## config.mk

```make
export PLATFORM = sky130hd
export DESIGN_NAME = md_issue_ctrl
export DESIGN_NICKNAME = d
export VERILOG_FILES = /design/src/rtl/md_pkg.sv /design/src/rtl/md_busy_counter.sv /design/src/rtl/md_issue_ctrl.sv
export SDC_FILE = /design/constraint.sdc
export NUM_CORES = 1
export LEC_CHECK = 0
export ABC_AREA = 0
export ABC_CLOCK_PERIOD_IN_PS = 1930
export CAP_MARGIN = 10
export CORE_MARGIN = 3
export CORE_UTILIZATION = 24
export DETAILED_ROUTE_END_ITERATION = 7
export HOLD_SLACK_MARGIN = 0.06
export SETUP_SLACK_MARGIN = 0.3
export SLEW_MARGIN = 25
export SYNTH_ARGS = -nofsm -noshare
export SYNTH_HDL_FRONTEND = slang
export SYNTH_SLANG_ARGS = --single-unit
```

## constraint.sdc

```tcl
create_clock -name clk -period 1.93 [get_ports clk]
set_input_delay 0.4825 -clock clk [delete_from_list [all_inputs] [get_ports clk]]
set_output_delay 0.4825 -clock clk [all_outputs]
set_load 0.1 [all_outputs]
```

## src/rtl/md_pkg.sv

```systemverilog
// Shared encodings and helpers for the multiply/divide issue controller.
package md_pkg;

   // Op encoding shared with the MD unit's MDOp input.
   typedef enum logic [2:0] {
      MD_NONE  = 3'd0,
      MD_MULT  = 3'd1,
      MD_MULTU = 3'd2,
      MD_DIV   = 3'd3,
      MD_DIVU  = 3'd4,
      MD_MTHI  = 3'd5,
      MD_MTLO  = 3'd6,
      MD_RSVD  = 3'd7
   } md_op_e;

   typedef enum logic [1:0] {
      IDLE  = 2'd0,
      MBUSY = 2'd1,
      DBUSY = 2'd2
   } md_state_e;

   localparam int CNT_W = 5;

   // mult/multu/div/divu: ops that occupy the unit for several cycles.
   function automatic logic is_multdiv(input logic [2:0] op);
      return (op >= 3'd1) && (op <= 3'd4);
   endfunction

   function automatic logic is_mult(input logic [2:0] op);
      return (op == 3'd1) || (op == 3'd2);
   endfunction

   // Any op the MD unit actually executes (excludes none and reserved).
   function automatic logic is_issuable(input logic [2:0] op);
      return (op >= 3'd1) && (op <= 3'd6);
   endfunction

endpackage

```

## src/rtl/md_busy_counter.sv

```systemverilog
// Loadable down-counter tracking remaining busy cycles of a mult/div.
module md_busy_counter #(
   parameter int W = 5
) (
   input  logic         clk,
   input  logic         reset,
   input  logic         load,
   input  logic [W-1:0] load_val,
   input  logic         dec,
   output logic [W-1:0] count,
   output logic         zero
);

   logic [W-1:0] count_q, count_d;

   // Load has priority; otherwise count down on request.
   always_comb begin
      count_d = count_q;
      if (load)
         count_d = load_val;
      else if (dec)
         count_d = count_q - W'(1);
   end

   // Counter register.
   always_ff @(posedge clk) begin
      if (reset)
         count_q <= '0;
      else
         count_q <= count_d;
   end

   assign count = count_q;
   assign zero  = (count_q == '0);

endmodule

```

## src/rtl/md_issue_ctrl.sv

```systemverilog
// Issue/occupancy controller between E-stage and the HI/LO multiply-divide unit.
module md_issue_ctrl
   import md_pkg::*;
#(
   parameter int MULT_LAT = 5,
   parameter int DIV_LAT  = 10
) (
   input  logic        clk,
   input  logic        reset,
   input  logic        req_valid,
   input  logic [2:0]  req_op,
   input  logic [31:0] req_a,
   input  logic [31:0] req_b,
   input  logic        flush,
   input  logic        d_uses_md,
   output logic [2:0]  md_op,
   output logic [31:0] md_a,
   output logic [31:0] md_b,
   output logic        md_we,
   output logic        busy,
   output logic        stall,
   output logic        done,
   output logic        proto_err
);

   localparam logic [CNT_W-1:0] MULT_INIT = CNT_W'(MULT_LAT - 1);
   localparam logic [CNT_W-1:0] DIV_INIT  = CNT_W'(DIV_LAT - 1);

   md_state_e        state_q, state_d;
   logic [2:0]       md_op_q, md_op_d;
   logic [31:0]      md_a_q, md_a_d;
   logic [31:0]      md_b_q, md_b_d;
   logic             md_we_q, md_we_d;
   logic             done_q, done_d;
   logic             proto_err_q, proto_err_d;

   logic             idle;
   logic             live_req;
   logic             accept;
   logic             cnt_load;
   logic             cnt_dec;
   logic             cnt_zero;
   logic [CNT_W-1:0] cnt_init;
   logic [CNT_W-1:0] cnt_value;

   assign idle     = (state_q == IDLE);
   assign live_req = req_valid & ~flush;
   assign accept   = live_req & idle & is_issuable(req_op);

   // Only mult/div occupy the unit; mthi/mtlo are single-cycle writes.
   assign cnt_load = accept & is_multdiv(req_op);
   assign cnt_init = is_mult(req_op) ? MULT_INIT : DIV_INIT;
   assign cnt_dec  = ~idle & ~cnt_zero;

   md_busy_counter #(.W(CNT_W)) u_cnt (
      .clk      (clk),
      .reset    (reset),
      .load     (cnt_load),
      .load_val (cnt_init),
      .dec      (cnt_dec),
      .count    (cnt_value),
      .zero     (cnt_zero)
   );

   // Next-state, issue register and sticky protocol error.
   always_comb begin
      state_d     = state_q;
      done_d      = 1'b0;
      md_op_d     = MD_NONE;
      md_we_d     = 1'b0;
      md_a_d      = md_a_q;
      md_b_d      = md_b_q;
      // A request landing while the unit is occupied means the stall failed.
      proto_err_d = proto_err_q | (live_req & ~idle & is_issuable(req_op));

      if (accept) begin
         md_op_d = req_op;
         md_a_d  = req_a;
         md_b_d  = req_b;
         md_we_d = 1'b1;
      end

      case (state_q)
         IDLE: begin
            if (cnt_load)
               state_d = is_mult(req_op) ? MBUSY : DBUSY;
         end
         MBUSY, DBUSY: begin
            // Flush never cancels an in-flight op, so expiry is unconditional.
            if (cnt_zero) begin
               state_d = IDLE;
               done_d  = 1'b1;
            end
         end
         default: state_d = IDLE;
      endcase
   end

   // State and output registers.
   always_ff @(posedge clk) begin
      if (reset) begin
         state_q     <= IDLE;
         md_op_q     <= MD_NONE;
         md_a_q      <= '0;
         md_b_q      <= '0;
         md_we_q     <= 1'b0;
         done_q      <= 1'b0;
         proto_err_q <= 1'b0;
      end else begin
         state_q     <= state_d;
         md_op_q     <= md_op_d;
         md_a_q      <= md_a_d;
         md_b_q      <= md_b_d;
         md_we_q     <= md_we_d;
         done_q      <= done_d;
         proto_err_q <= proto_err_d;
      end
   end

   // Stall covers the accept cycle of a mult/div plus every busy cycle.
   assign stall = d_uses_md & (~idle | (live_req & is_multdiv(req_op) & idle));

   assign busy      = ~idle;
   assign md_op     = md_op_q;
   assign md_a      = md_a_q;
   assign md_b      = md_b_q;
   assign md_we     = md_we_q;
   assign done      = done_q;
   assign proto_err = proto_err_q;

   // Counter value is consumed only through its zero flag.
   logic unused_cnt;
   assign unused_cnt = ^cnt_value;

endmodule

```

==> results.cfg <==
[place]
port_buffers = 143
pre_cts_slack_ns = -0.369
gp_congestion = 0.722
dp_hpwl_um = 6130
placed_cells = 626

[drt]
drt-wirelength-per-cell_um = 16.6
drtPass1Iterations = 4
viasPerCell = 4.69
drc = 0
via_count = 3097
drt-total-wl_um = 11000
drtAntennaViolNets = 0
drt_iter0_markers = 141

[floorplanning]
io_pins = 144
core_mm2 = 0.0111
rows = 38
start_util = 0.251
die_y_um = 114
die-area_mm2 = 0.0130
die-width_um = 114

[sta]
fmax_ghz = 0.522
timing.hold.ws_ns = 0.401
hold_viol_final = 0
worst_slack_ns = 0.0130
post-route-period-util = 0.993
report.final.slew_viol_count = 0
setup_viol = 0
fin_tns_setup_ns = 0
max_slew.worst_pin.slew_ns = 0.514
fin_crit_ns = 1.92
slew_headroom = 0.657
rsz0062_at_grt = yes
skew_ns = 0.00437

[final_layout]
diodes = 0
instances_no_fill = 661
regArea_mm2 = 0.00154
area_growth_syn_to_layout_pct = 140
multi_input_area_mm2 = 0.00194
fin_util = 0.603
fill_cells = 890
nets = 591
final_layout_size_suffix_gt1_frac = 0.543

[critical_path]
end_kind = primary output
max_stage_delay_ns = 0.28
path_max_fanout = 2
cp_slowest_cell = o31a_1
cp_cell_sequence = dlygate4sd2_1, nand2b_4, o31a_1, nor2b_4, buf_12
critical_path_class = in2out
cp_data_arrival_time_ns = 1.43
critPathRequiredTime_ns = 1.45
startpoint_type = input pin

[clock_network]
root_buffer = clkbuf_16
clk_pin_slew_ns = 0.06
cts_tree = built
clk_path_buf_depth = 2
cts_inserted_buffers = 9
cts_hold_buf = 0
cts_sinks = 77
cts-htree-levels = 3
insertion_delay_ns = 0.32

[global_routing]
grt_pass1_vias = 2855
grt_pass1_wl_um = 14200
grt_usage = 0.137
grt_max_degree = 74
gr-total-overflow = 0
grt_antenna_before_repair = 0

[worst_hold_path]
hold_path.class = in2reg

[power_and_ir_drop]
power-per-cell-area_mw_per_mm2 = 790
p_leak_nw = 2.54
vdd_drop_max_mv = 0.479

[synth]
ys_seq_area_frac = 0.552
synth-seq-cells = 77
synthFlopType = dfxtp_1
synth_edf_count = 0
synthCells = 346
syn_nets = 420
async_reset_ff_frac = 0
ys_warn_count = 0
synthesis.area_mm2 = 0.00279
avgSynthCellArea_um2 = 8.07
ys_types = 29

[run_status]
outcome = finished clean

[run]
maxCapViolations = 0
[layer usage]
layer / vias to the layer above / wire length (um) / GRT usage
met1: 1509 / 4260 / 0.161
met2: 105 / 5780 / 0.233
met5: - / 0 / 0
met4: 0 / 56 / 0.0356
met3: 5 / 864 / 0.0541
li1: 1478 / - / -
[stage by stage]
step	total power, mW	instance area, um2
finish	5.30	6710
global route	5.50	6710
CTS	5.07	5720
detailed placement	3.12	5240
global placement	3.10	5240
floorplan	2.53	2860
[sequential cells by signal (all words and copies together), names as in the netlist]
signal / count
md_a: 32
md_b: 32
u_cnt.count: 5
md_op: 3
state_q: 2
done: 1
md_we: 1
proto_err: 1
[power by group]
| group | switching [mW] | internal, mW | total (mW) | leakage (nW) |
|---|---|---|---|---|
| combinational | 0.937 | 0.704 | 1.64 | 1.75 |
| sequential | 0.120 | 1.67 | 1.79 | 0.628 |
| clock | 0.618 | 1.25 | 1.87 | 0.162 |
| total | 1.67 | 3.63 | 5.30 | 2.54 |
[worst max-delay path, delay by kind of cell]
| family | cells | cell delay [ns] |
|---|---|---|
| and+or+nand+nor | 2 | 0.21 |
| buffers and inverters | 2 | 0.45 |
| AOI/OAI and AO/OA | 1 | 0.28 |
[timing repair]
| item | CTS | global route |
|---|---|---|
| pin swaps | 7 | 65 |
| buffers inserted | 7 | 4 |
| gates cloned | 2 | 7 |
| gates resized for setup | 35 | 214 |
| setup endpoints to repair | 77 | 75 |
[cell type report]
type / count / share of cell area
clock buffer: 10 / 0.0341
multi-input combinational: 241 / 0.289
inverter: 6 / 0.00391
timing repair buffer: 182 / 0.402
sequential: 77 / 0.230
clock inverter: 5 / 0.0149
tap: 140 / 0.0261
[kinds of logic (layout without fill, tap and decap cells)]
group,after synthesis,in the layout,synth area share
XOR/XNOR,2,2,0.00627
flip-flops,77,77,0.552
AND/OR/NAND/NOR,159,159,0.243
buffers and inverters,28,203,0.0434
adder cells (fa/ha/maj),2,2,0.00896
AO/OA/AOI/OAI,78,78,0.146
[synthesized netlist by cell type, drive strengths merged, types with 2 or more instances]
master	number	area, um2
inv	6	22.5
or4	3	22.5
and2	3	18.8
nor2	8	30.0
nor4b	2	23.8
nand2	128	480
dfxtp	77	1540
a21oi	68	340
nor3	5	35.0
clkbuf	9	33.8
o21ai	4	20.0
ha	2	25.0
xnor2	2	17.5
nor2b	2	12.5
or3	4	30.0
buf	13	65.1
[worst paths after layout]
| path | cells past startpoint | startpoint | end | slack, ns |
|---|---|---|---|---|
| worst max-delay path | 5 | req_valid | stall | 0.01 |
| worst min-delay path | 2 | req_op[0] | md_op[0] | 0.40 |
| worst max register to register | 8 | state_q[0] | md_b[5] | 0.12 |
| worst min register to register | 2 | md_b[12] | md_b[12] | 0.50 |
[cell usage in the layout (no fill, tap or decap), drive strengths merged, types with 4 or more instances in the layout]
cell	count
a21oi	68
nor3	5
clkdlybuf4s50	65
inv	5
buf	110
clkbuf	15
nor2	8
or3	4
o21ai	4
nand2	128
dfxtp	77
(Power assumes the default switching activity.)
